### config.mk
export PLATFORM = sky130hd
export DESIGN_NAME = exe_mem_skid_reg_flat
export DESIGN_NICKNAME = d
export VERILOG_FILES = /design/src/rtl/pipe_pkg.sv /design/src/rtl/exe_mem_skid_reg_if.sv /design/src/rtl/pipe_entry_reg.sv /design/src/rtl/exe_mem_skid_reg.sv /design/src/flat_wrapper.sv
export SDC_FILE = /design/constraint.sdc
export NUM_CORES = 1
export LEC_CHECK = 0
export CAP_MARGIN = 20
export CORE_MARGIN = 10
export CORE_UTILIZATION = 52
export CTS_CLUSTER_SIZE = 40
export DETAILED_ROUTE_END_ITERATION = 7
export PLACE_DENSITY_LB_ADDON = 0.05
export SYNTH_ARGS = -nofsm -noshare
export SYNTH_HDL_FRONTEND = slang
export SYNTH_SLANG_ARGS = --single-unit
export TNS_END_PERCENT = 30
### constraint.sdc
create_clock -name clk -period 4.3 [get_ports clk]
set_input_delay 0.43 -clock clk [delete_from_list [all_inputs] [get_ports clk]]
set_output_delay 0.43 -clock clk [all_outputs]
set_load 0.01 [all_outputs]
### src/rtl/pipe_pkg.sv
// Shared EXE->MEM pipeline definitions: address width, control-bit positions
// and the occupancy/state encoding of the skid register.
package pipe_pkg;
  localparam int ADDRESS_LEN = 32;

  localparam int MEM_W_IDX = 2;
  localparam int MEM_R_IDX = 1;
  localparam int WB_IDX    = 0;

  typedef enum logic [1:0] {
    EMPTY = 2'd0,
    ONE   = 2'd1,
    FULL  = 2'd2
  } occ_e;
endpackage

### src/rtl/exe_mem_skid_reg_if.sv
// EXE->MEM handshake bundle: upstream valid/ready/payload plus downstream
// valid/ready/payload. The pipeline register uses the slave modport.
interface exe_mem_skid_reg_if
  import pipe_pkg::*;
#(
  parameter int ADDR_W = ADDRESS_LEN,
  parameter int DEST_W = 4,
  parameter int CTRL_W = 3
) ();
  logic              in_valid;
  logic              in_ready;
  logic [ADDR_W-1:0] pc_in;
  logic [ADDR_W-1:0] alu_res_in;
  logic [ADDR_W-1:0] val_rm_in;
  logic [DEST_W-1:0] dest_in;
  logic [CTRL_W-1:0] ctrl_in;

  logic              out_valid;
  logic              out_ready;
  logic [ADDR_W-1:0] pc;
  logic [ADDR_W-1:0] alu_res_out;
  logic [ADDR_W-1:0] val_rm_out;
  logic [DEST_W-1:0] dest_out;
  logic [CTRL_W-1:0] ctrl_out;

  modport master (
    output in_valid, pc_in, alu_res_in, val_rm_in, dest_in, ctrl_in, out_ready,
    input  in_ready, out_valid, pc, alu_res_out, val_rm_out, dest_out, ctrl_out
  );

  modport slave (
    input  in_valid, pc_in, alu_res_in, val_rm_in, dest_in, ctrl_in, out_ready,
    output in_ready, out_valid, pc, alu_res_out, val_rm_out, dest_out, ctrl_out
  );
endinterface

### src/rtl/pipe_entry_reg.sv
// One held pipeline entry (payload + valid). Clear beats load; clear drops
// valid and the control bits so a killed entry cannot write anything.
module pipe_entry_reg #(
  parameter int ADDR_W = 32,
  parameter int DEST_W = 4,
  parameter int CTRL_W = 3
) (
  input  logic              clk,
  input  logic              rst,
  input  logic              load_i,
  input  logic              clear_i,
  input  logic [ADDR_W-1:0] pc_i,
  input  logic [ADDR_W-1:0] alu_res_i,
  input  logic [ADDR_W-1:0] val_rm_i,
  input  logic [DEST_W-1:0] dest_i,
  input  logic [CTRL_W-1:0] ctrl_i,
  output logic              valid_o,
  output logic [ADDR_W-1:0] pc_o,
  output logic [ADDR_W-1:0] alu_res_o,
  output logic [ADDR_W-1:0] val_rm_o,
  output logic [DEST_W-1:0] dest_o,
  output logic [CTRL_W-1:0] ctrl_o
);
  logic              valid_q, valid_d;
  logic [ADDR_W-1:0] pc_q, pc_d, alu_q, alu_d, rm_q, rm_d;
  logic [DEST_W-1:0] dest_q, dest_d;
  logic [CTRL_W-1:0] ctrl_q, ctrl_d;

  always_comb begin
    valid_d = valid_q;
    pc_d    = pc_q;
    alu_d   = alu_q;
    rm_d    = rm_q;
    dest_d  = dest_q;
    ctrl_d  = ctrl_q;
    if (clear_i) begin
      valid_d = 1'b0;
      ctrl_d  = '0;
    end else if (load_i) begin
      valid_d = 1'b1;
      pc_d    = pc_i;
      alu_d   = alu_res_i;
      rm_d    = val_rm_i;
      dest_d  = dest_i;
      ctrl_d  = ctrl_i;
    end
  end

  always_ff @(posedge clk) begin
    if (!rst) begin
      valid_q <= 1'b0;
      pc_q    <= '0;
      alu_q   <= '0;
      rm_q    <= '0;
      dest_q  <= '0;
      ctrl_q  <= '0;
    end else begin
      valid_q <= valid_d;
      pc_q    <= pc_d;
      alu_q   <= alu_d;
      rm_q    <= rm_d;
      dest_q  <= dest_d;
      ctrl_q  <= ctrl_d;
    end
  end

  assign valid_o   = valid_q;
  assign pc_o      = pc_q;
  assign alu_res_o = alu_q;
  assign val_rm_o  = rm_q;
  assign dest_o    = dest_q;
  assign ctrl_o    = ctrl_q;
endmodule

### src/rtl/exe_mem_skid_reg.sv
// EXE->MEM pipeline register with a 2-entry skid buffer, flush and freeze.
// Define PERF_CNT_EN to add saturating stall_cnt/bubble_cnt outputs.
module exe_mem_skid_reg
  import pipe_pkg::*;
#(
  parameter int ADDR_W = ADDRESS_LEN,
  parameter int DEST_W = 4,
  parameter int CTRL_W = 3
`ifdef PERF_CNT_EN
  , parameter int CNT_W = 16
`endif
) (
  input  logic                clk,
  input  logic                rst,
  exe_mem_skid_reg_if.slave   bus,
  input  logic                flush,
  input  logic                freeze,
  output logic [2*DEST_W-1:0] fwd_dest,
  output logic [1:0]          fwd_wb,
  output logic [1:0]          occupancy
`ifdef PERF_CNT_EN
  , output logic [CNT_W-1:0]  stall_cnt
  , output logic [CNT_W-1:0]  bubble_cnt
`endif
);
  occ_e state_q, state_d;
  logic push, pop;
  logic head_load, head_clear, head_from_skid, skid_load, skid_clear;

  logic              head_v, skid_v;
  logic [ADDR_W-1:0] head_pc, head_alu, head_rm, skid_pc, skid_alu, skid_rm;
  logic [DEST_W-1:0] head_dest, skid_dest;
  logic [CTRL_W-1:0] head_ctrl, skid_ctrl;

  assign bus.in_ready = ~skid_v & ~freeze;
  assign push = bus.in_valid & bus.in_ready;
  assign pop  = head_v & bus.out_ready & ~freeze;

  always_comb begin
    state_d        = state_q;
    head_load      = 1'b0;
    head_clear     = 1'b0;
    head_from_skid = 1'b0;
    skid_load      = 1'b0;
    skid_clear     = 1'b0;
    if (flush) begin
      state_d    = EMPTY;
      head_clear = 1'b1;
      skid_clear = 1'b1;
    end else begin
      unique case (state_q)
        EMPTY: if (push) begin
          head_load = 1'b1;
          state_d   = ONE;
        end
        ONE: begin
          if (push && pop) begin
            head_load = 1'b1;
          end else if (push) begin
            skid_load = 1'b1;
            state_d   = FULL;
          end else if (pop) begin
            head_clear = 1'b1;
            state_d    = EMPTY;
          end
        end
        FULL: if (pop) begin
          head_load      = 1'b1;
          head_from_skid = 1'b1;
          skid_clear     = 1'b1;
          state_d        = ONE;
        end
        default: state_d = EMPTY;
      endcase
    end
  end

  always_ff @(posedge clk) begin
    if (!rst) state_q <= EMPTY;
    else      state_q <= state_d;
  end

  pipe_entry_reg #(.ADDR_W(ADDR_W), .DEST_W(DEST_W), .CTRL_W(CTRL_W)) u_head (
    .clk       (clk),
    .rst       (rst),
    .load_i    (head_load),
    .clear_i   (head_clear),
    .pc_i      (head_from_skid ? skid_pc   : bus.pc_in),
    .alu_res_i (head_from_skid ? skid_alu  : bus.alu_res_in),
    .val_rm_i  (head_from_skid ? skid_rm   : bus.val_rm_in),
    .dest_i    (head_from_skid ? skid_dest : bus.dest_in),
    .ctrl_i    (head_from_skid ? skid_ctrl : bus.ctrl_in),
    .valid_o   (head_v),
    .pc_o      (head_pc),
    .alu_res_o (head_alu),
    .val_rm_o  (head_rm),
    .dest_o    (head_dest),
    .ctrl_o    (head_ctrl)
  );

  pipe_entry_reg #(.ADDR_W(ADDR_W), .DEST_W(DEST_W), .CTRL_W(CTRL_W)) u_skid (
    .clk       (clk),
    .rst       (rst),
    .load_i    (skid_load),
    .clear_i   (skid_clear),
    .pc_i      (bus.pc_in),
    .alu_res_i (bus.alu_res_in),
    .val_rm_i  (bus.val_rm_in),
    .dest_i    (bus.dest_in),
    .ctrl_i    (bus.ctrl_in),
    .valid_o   (skid_v),
    .pc_o      (skid_pc),
    .alu_res_o (skid_alu),
    .val_rm_o  (skid_rm),
    .dest_o    (skid_dest),
    .ctrl_o    (skid_ctrl)
  );

  assign bus.out_valid   = head_v;
  assign bus.pc          = head_pc;
  assign bus.alu_res_out = head_alu;
  assign bus.val_rm_out  = head_rm;
  assign bus.dest_out    = head_dest;
  // Control is masked so a stale entry can never look like a live write.
  assign bus.ctrl_out    = head_v ? head_ctrl : '0;

  assign fwd_dest  = {skid_dest, head_dest};
  assign fwd_wb    = {skid_v & skid_ctrl[WB_IDX], head_v & head_ctrl[WB_IDX]};
  assign occupancy = state_q;

`ifdef PERF_CNT_EN
  logic [CNT_W-1:0] stall_q, stall_d, bubble_q, bubble_d;

  always_comb begin
    stall_d  = stall_q;
    bubble_d = bubble_q;
    if (head_v && (!bus.out_ready || freeze) && !(&stall_q)) stall_d = stall_q + CNT_W'(1);
    if (!head_v && !flush && !(&bubble_q)) bubble_d = bubble_q + CNT_W'(1);
  end

  always_ff @(posedge clk) begin
    if (!rst) begin
      stall_q  <= '0;
      bubble_q <= '0;
    end else begin
      stall_q  <= stall_d;
      bubble_q <= bubble_d;
    end
  end

  assign stall_cnt  = stall_q;
  assign bubble_cnt = bubble_q;
`endif
endmodule

### src/flat_wrapper.sv
// flat-port wrapper written by rule: the top's interface ports become plain ports
module exe_mem_skid_reg_flat import pipe_pkg::*;
#(
  parameter int ADDR_W = ADDRESS_LEN,
  parameter int DEST_W = 4,
  parameter int CTRL_W = 3

)
  (clk, rst, flush, freeze, fwd_dest, fwd_wb, occupancy, bus_in_valid, bus_pc_in, bus_alu_res_in, bus_val_rm_in, bus_dest_in, bus_ctrl_in, bus_out_ready, bus_in_ready, bus_out_valid, bus_pc, bus_alu_res_out, bus_val_rm_out, bus_dest_out, bus_ctrl_out);
  exe_mem_skid_reg_if #(.ADDR_W(ADDR_W), .DEST_W(DEST_W), .CTRL_W(CTRL_W)) bus_i ();
  input  logic clk;
  input  logic rst;
  input  logic flush;
  input  logic freeze;
  output logic [2*DEST_W-1:0] fwd_dest;
  output logic [1:0] fwd_wb;
  output logic [1:0] occupancy;
  input wire logic [$bits(bus_i.in_valid)-1:0] bus_in_valid;
  input wire logic [$bits(bus_i.pc_in)-1:0] bus_pc_in;
  input wire logic [$bits(bus_i.alu_res_in)-1:0] bus_alu_res_in;
  input wire logic [$bits(bus_i.val_rm_in)-1:0] bus_val_rm_in;
  input wire logic [$bits(bus_i.dest_in)-1:0] bus_dest_in;
  input wire logic [$bits(bus_i.ctrl_in)-1:0] bus_ctrl_in;
  input wire logic [$bits(bus_i.out_ready)-1:0] bus_out_ready;
  output wire logic [$bits(bus_i.in_ready)-1:0] bus_in_ready;
  output wire logic [$bits(bus_i.out_valid)-1:0] bus_out_valid;
  output wire logic [$bits(bus_i.pc)-1:0] bus_pc;
  output wire logic [$bits(bus_i.alu_res_out)-1:0] bus_alu_res_out;
  output wire logic [$bits(bus_i.val_rm_out)-1:0] bus_val_rm_out;
  output wire logic [$bits(bus_i.dest_out)-1:0] bus_dest_out;
  output wire logic [$bits(bus_i.ctrl_out)-1:0] bus_ctrl_out;
  assign bus_i.in_valid = bus_in_valid;
  assign bus_i.pc_in = bus_pc_in;
  assign bus_i.alu_res_in = bus_alu_res_in;
  assign bus_i.val_rm_in = bus_val_rm_in;
  assign bus_i.dest_in = bus_dest_in;
  assign bus_i.ctrl_in = bus_ctrl_in;
  assign bus_i.out_ready = bus_out_ready;
  assign bus_in_ready = bus_i.in_ready;
  assign bus_out_valid = bus_i.out_valid;
  assign bus_pc = bus_i.pc;
  assign bus_alu_res_out = bus_i.alu_res_out;
  assign bus_val_rm_out = bus_i.val_rm_out;
  assign bus_dest_out = bus_i.dest_out;
  assign bus_ctrl_out = bus_i.ctrl_out;
  exe_mem_skid_reg #(.ADDR_W(ADDR_W), .DEST_W(DEST_W), .CTRL_W(CTRL_W)) u_core (.clk(clk), .rst(rst), .bus(bus_i), .flush(flush), .freeze(freeze), .fwd_dest(fwd_dest), .fwd_wb(fwd_wb), .occupancy(occupancy));
endmodule
==> results.json, run 1 <==
{
  "outcome": "finished, final reports clean",
  "cts_setup_buffers": 0,
  "syn_nets": 848,
  "rsz0062_at_grt": "no",
  "hold_buffers": 0,
  "whs_path_depth": 1,
  "timing.final.crit_share_pct": 62.4,
  "fp-row-count": 46,
  "gp_congestion": 0.790,
  "hold_viol_final": 0,
  "grt_usage_pct": 20.2,
  "worst_r2r_path_depth": 5,
  "synth_edf_count": 0,
  "crit_fanout": 55,
  "ys.warnings.count": 0,
  "crit_slowest_cell": "or4b_1",
  "slowest_delay_ns": 0.63,
  "antenna_found_initial": 1,
  "die_height_um": 147,
  "routedWlPerCell_um": 19.8,
  "final_cell_mix": "clkdlybuf4s50_1, dfxtp_1, mux2i_1",
  "drtIter0Drc": 373,
  "drc": 0,
  "avgSynthCellArea_um2": 11.4,
  "grt-ovfl-total": 0,
  "fillers": 1152,
  "via_per_inst": 5.66,
  "place_inst": 1115,
  "worstPathCellList": "clkdlybuf4s50_1 > or4b_1 > a211o_4 > buf_4 > o221a_1 > o21a_1",
  "final_common_cell": "clkdlybuf4s50_1",
  "die_area_mm2": 0.0217,
  "async_reset_ff_share_pct": 0,
  "wl_um": 22900,
  "switching_share_pct": 22.2,
  "p_int_w": 0.00338,
  "mappedNetlistArea_mm2": 0.00845,
  "worstSetupEndpointType": "flip-flop",
  "core_mm2": 0.0159,
  "hp-class": "flip-flop to flip-flop",
  "worstSetupPathType": "primary input to flip-flop",
  "seq_power_share_pct": 46.8,
  "grt_pass1_vias": 6876,
  "post_cts_resized": 0,
  "fmax_ghz": 0.373,
  "ys_seq_area_share_pct": 49.8,
  "synth.distinct_cells": 35,
  "nNetsFinal": 1033,
  "die_w_um": 147,
  "cts_buffer_depth": 3,
  "fin_tns_setup_ns": 0,
  "critPathLaunch": "freeze",
  "pwr-share-clk_pct": 42.7,
  "slew_headroom_pct": 43.3,
  "startpoint_type": "primary input",
  "drive_gt1_share_pct": 7.24,
  "fin_skew_ns": 0.00720,
  "required_ns": 4.69,
  "io_buffers": 225,
  "post_dp_cell_area_mm2": 0.0107,
  "ant_nets": 0,
  "period_needed_ns": 2.68,
  "dr.pass1.iters": 5,
  "syn2layout_area_growth_pct": 35.1,
  "grt_max_degree": 144,
  "regArea_mm2": 0.00420,
  "multi_input_area_mm2": 0.00385,
  "fin_total_pwr_w": 0.00435,
  "holdCritStartpoint": "u_core.u_head.pc_o[19]$_SDFFE_PN0P_",
  "comb_power_share_pct": 10.5,
  "root_buffer": "clkbuf_16",
  "ys.flop_type": "dfxtp_1",
  "p_leak_nw": 4.68,
  "rr_startpoint": "u_core.occupancy[1]$_SDFFE_PP0P_",
  "dp_hpwl_um": 15200,
  "via_count": 6548,
  "worst_pin_slew_ns": 0.850,
  "arrival_ns": 3.07,
  "ys_seq_elements": 210,
  "pwr_density_cell_mw_per_mm2": 381,
  "stdcell_area_mm2": 0.0114,
  "netlist_instances": 739,
  "drv_cap": 0,
  "final_cells": 1156,
  "tritoncts": "done",
  "grt_pass1_wl_um": 36600,
  "cts_sinks": 210,
  "vdd_drop_max_uv": 299,
  "cts_buffers": 22,
  "initial_core_util_pct": 53.2,
  "h-tree-depth": 1,
  "slew_viol_final": 0,
  "io_pins": 226,
  "p_switching_w": 0.000966,
  "clk_pin_slew_worst_paths_ns": 0.06,
  "setup_violations": 0,
  "clk_latency_ns": 0.50
}
## final timing paths
path | end | slack (ns)
worst max-delay path | u_core.u_head.pc_o[23]$_SDFFE_PN0P_ | 1.62
worst min-delay path | u_core.u_head.pc_o[19]$_SDFFE_PN0P_ | 0.46
worst max register to register | u_core.u_head.pc_o[23]$_SDFFE_PN0P_ | 1.63
worst min register to register | u_core.u_head.pc_o[19]$_SDFFE_PN0P_ | 0.46
## flip-flops by register name, indices dropped and copies added (netlist names)
signal / flops
u_core.occupancy: 2
u_core.u_head.alu_res_o: 32
u_core.u_head.ctrl_o: 3
u_core.u_head.dest_o: 4
u_core.u_head.pc_o: 32
u_core.u_head.val_rm_o: 32
u_core.u_head.valid_o: 1
u_core.u_skid.alu_res_o: 32
u_core.u_skid.ctrl_o: 3
u_core.u_skid.dest_o: 4
u_core.u_skid.pc_o: 32
u_core.u_skid.val_rm_o: 32
u_core.u_skid.valid_o: 1
## power by group through the flow
stage	Sequential, W	Clock [W]	Combinational, W
after floorplan	0.00209	0	0.000184
after global placement	0.00208	0	0.000445
after detailed placement	0.00208	0	0.000457
after CTS	0.00204	0.00189	0.000461
after global routing	0.00204	0.00198	0.000491
final	0.00204	0.00186	0.000458
## synth_stat cells (all sizes together), types with 3 or more instances
cell	n	area [µm²]
a21oi	6	30.0
and2	3	18.8
buf	34	259
clkbuf	38	143
dfxtp	210	4200
inv	6	22.5
mux2i	103	1030
nand2	3	13.8
nor2	12	45.0
nor2b	101	632
o21a	100	751
o221a	100	1130
## metal layers
layer	GRT usage, %	share of wire (%)	vias up
li1	-	-	3103
met1	23.8	41	3180
met2	34.2	49	229
met3	6.47	7.6	36
met4	6.49	2.3	0
met5	0	0	-
## final cells by class
class                           instances  area share (%)
Antenna cell                            1          0.0219
Multi-Input combinational cell        451            33.7
Timing Repair Buffer                  233            20.6
Clock inverter                          8           0.570
Sequential cell                       210            36.8
Inverter                                6           0.197
Tap cell                              216            2.37
Clock buffer                           31            5.66
## cells by family after synthesis
kind of cell / Yosys count / synth area share [%]
AOI/OAI and AO/OA: 216 / 23.6
buffers and inverters: 78 / 5.02
DFF: 210 / 49.8
muxes: 103 / 12.2
and+or+nand+nor: 132 / 9.46
## critical path, delay by kind of cell
family | cells | cell delay, ns
compound gates | 3 | 1.05
buf+inv | 2 | 0.92
simple gates | 1 | 0.63
## metrics by stage
| stage | setup WS, ns | utilization, % | hold WS [ns] |
|---|---|---|---|
| finish | 1.62 | 71.8 | 0.462 |
| global route | 1.50 | 71.8 | 0.477 |
| CTS | 1.65 | 71.7 | 0.466 |
| detailed placement | 1.13 | 67.2 | 0.452 |
| global placement | 1.20 | 67.2 | 0.446 |
| floorplan | 2.24 | - | 0.450 |
(Power assumes the default switching activity.)
==> inputs of run 2 (changes only) <==
--- a/config.mk
+++ b/config.mk
@@ -7,7 +7,7 @@
 export LEC_CHECK = 0
 export CAP_MARGIN = 20
 export CORE_MARGIN = 10
-export CORE_UTILIZATION = 52
+export CORE_UTILIZATION = 48
 export CTS_CLUSTER_SIZE = 40
 export DETAILED_ROUTE_END_ITERATION = 7
 export PLACE_DENSITY_LB_ADDON = 0.05
==> constraint.sdc (replaced) <==
create_clock -name clk -period 2.6 [get_ports clk]
set_input_delay 0.26 -clock clk [delete_from_list [all_inputs] [get_ports clk]]
set_output_delay 0.26 -clock clk [all_outputs]
set_load 0.01 [all_outputs]
==> results.json, run 2 (synthesized netlist as in run 1, its figures left out) <==
{
  "outcome": "finished, final reports clean",
  "post_cts_resized": 0,
  "io_pins": 226,
  "top_layer": "met4",
  "arrival_ns": 2.51,
  "fin_skew_ns": 0.00894,
  "fin_ws_ns": 0.474,
  "grt_max_degree": 80,
  "antenna_found_initial": 1,
  "slew_headroom_pct": 60.2,
  "hp-class": "primary input to flip-flop",
  "period_needed_ns": 2.13,
  "die_w_um": 153,
  "seq_power_share_pct": 45.1,
  "p_switching_w": 0.00160,
  "drc": 0,
  "initial_core_util_pct": 48.8,
  "io_buffers": 225,
  "worstPathCellList": "or4b_1 > a211o_4 > buf_4 > o221a_1 > o21a_1",
  "final_common_cell": "clkdlybuf4s50_1",
  "wl_met1_um": 9680,
  "stdcell_area_mm2": 0.0116,
  "rr_startpoint": "u_core.occupancy[1]$_SDFFE_PP0P_",
  "timing.final.crit_share_pct": 81.8,
  "post_dp_cell_area_mm2": 0.0108,
  "drv_cap": 0,
  "cts_buffers": 23,
  "crit_fanout": 27,
  "vdd_drop_max_uv": 498,
  "wl_met3_um": 1770,
  "via_per_inst": 5.57,
  "worst_pin_slew_ns": 0.597,
  "setup_violations": 0,
  "wl_um": 22700,
  "holdCritStartpoint": "rst",
  "clk_latency_ns": 0.49,
  "ant_nets": 0,
  "slew_viol_final": 0,
  "die_area_mm2": 0.0233,
  "fmax_ghz": 0.470,
  "syn2layout_area_growth_pct": 37.6,
  "pwr_density_cell_mw_per_mm2": 642,
  "drive_gt1_share_pct": 8.03,
  "final_cell_mix": "clkdlybuf4s50_1, dfxtp_1, mux2i_1",
  "die_height_um": 153,
  "crit_buf_inv": 1,
  "routedWlPerCell_um": 19.4,
  "cts_sinks": 210,
  "cts_buffer_depth": 3,
  "dr.pass1.iters": 4,
  "fillers": 1305,
  "cp_top_family": "compound AO/OA/AOI/OAI gates",
  "final_core_util_pct": 67.2,
  "worstSetupPathType": "flip-flop to flip-flop",
  "slowest_delay_ns": 0.60,
  "hold_viol_final": 0,
  "hold_buffers": 0,
  "critPathLaunch": "u_core.occupancy[1]$_SDFFE_PP0P_",
  "p_leak_nw": 4.78,
  "fin_tns_setup_ns": 0,
  "clk_pin_slew_worst_paths_ns": 0.06,
  "grt_pass1_wl_um": 36300,
  "tritoncts": "done",
  "rsz0062_at_grt": "no",
  "grt-ovfl-total": 0,
  "gp_congestion": 0.882,
  "via_count": 6538,
  "grt_usage_pct": 18.4,
  "fp-row-count": 48,
  "grt_pass1_vias": 6774,
  "crit_slowest_cell": "or4b_1",
  "worstSetupEndpointType": "flip-flop",
  "dr_wl_met2_um": 10700,
  "p_int_w": 0.00587,
  "startpoint_type": "flip-flop",
  "cts_setup_buffers": 0,
  "h-tree-depth": 1,
  "nNetsFinal": 1041,
  "dp_slack_ns": 0.184,
  "comb_power_share_pct": 10.3,
  "pwr-share-clk_pct": 44.7,
  "root_buffer": "clkbuf_16",
  "drtIter0Drc": 272,
  "dp_hpwl_um": 15400,
  "core_mm2": 0.0173,
  "switching_share_pct": 21.4,
  "required_ns": 2.98
}
run 2: changes by cell type in the layout (fill, tap and decap cells not counted):
cell / previous run / this run
buf_12: 2 / 10
clkinv_2: 7 / 4
bufinv_16: 1 / 3
clkbuf_8: 4 / 6
buf_16: 1 / 0
run 2: final timing paths:
kind                                                                  to  slack [ns]  depth (start not counted)
worst max-delay path                  u_core.u_head.pc_o[7]$_SDFFE_PN0P_        0.47                          5
worst min-delay path                u_core.u_skid.dest_o[3]$_SDFFE_PN0P_        0.33                          2
worst max register to register        u_core.u_head.pc_o[7]$_SDFFE_PN0P_        0.47                          5
worst min register to register  u_core.u_head.alu_res_o[27]$_SDFFE_PN0P_        0.46                          1
run 2: area by class of cell:
class / instances / area [µm²] / share of cell area (%)
Antenna cell: 1 / 2.50 / 0.0215
Clock buffer: 33 / 673 / 5.79
Clock inverter: 7 / 110 / 0.947
Inverter: 6 / 22.5 / 0.194
Multi-Input combinational cell: 451 / 3850 / 33.1
Sequential cell: 210 / 4200 / 36.2
Tap cell: 225 / 282 / 2.42
Timing Repair Buffer: 240 / 2490 / 21.4
run 2: layer usage:
metal,track usage [%],vias to the layer above
li1,-,3121
met1,22.1,3175
met2,30.2,204
met3,6.38,38
met4,5.77,0
met5,0,-
run 2: power by group through the flow:
stage / clock, W / combinational (W) / sequential (W)
after detailed placement: 0 / 0.000771 / 0.00344
after global placement: 0 / 0.000754 / 0.00343
after floorplan: 0 / 0.000304 / 0.00346
after global routing: 0.00352 / 0.000822 / 0.00337
final: 0.00333 / 0.000768 / 0.00336
after CTS: 0.00340 / 0.000776 / 0.00336
run 2: metrics by stage:
| stage | total power (W) | hold slack [ns] | instances |
|---|---|---|---|
| 6_report | 0.00747 | 0.333 | 1173 |
| 5_1_grt | 0.00771 | 0.355 | 1172 |
| 4_1_cts | 0.00754 | 0.331 | 1172 |
| 3_5_place_dp | 0.00421 | 0.452 | 1132 |
| 3_3_place_gp | 0.00418 | 0.445 | 1132 |
| 2_1_floorplan | 0.00377 | 0.404 | 739 |
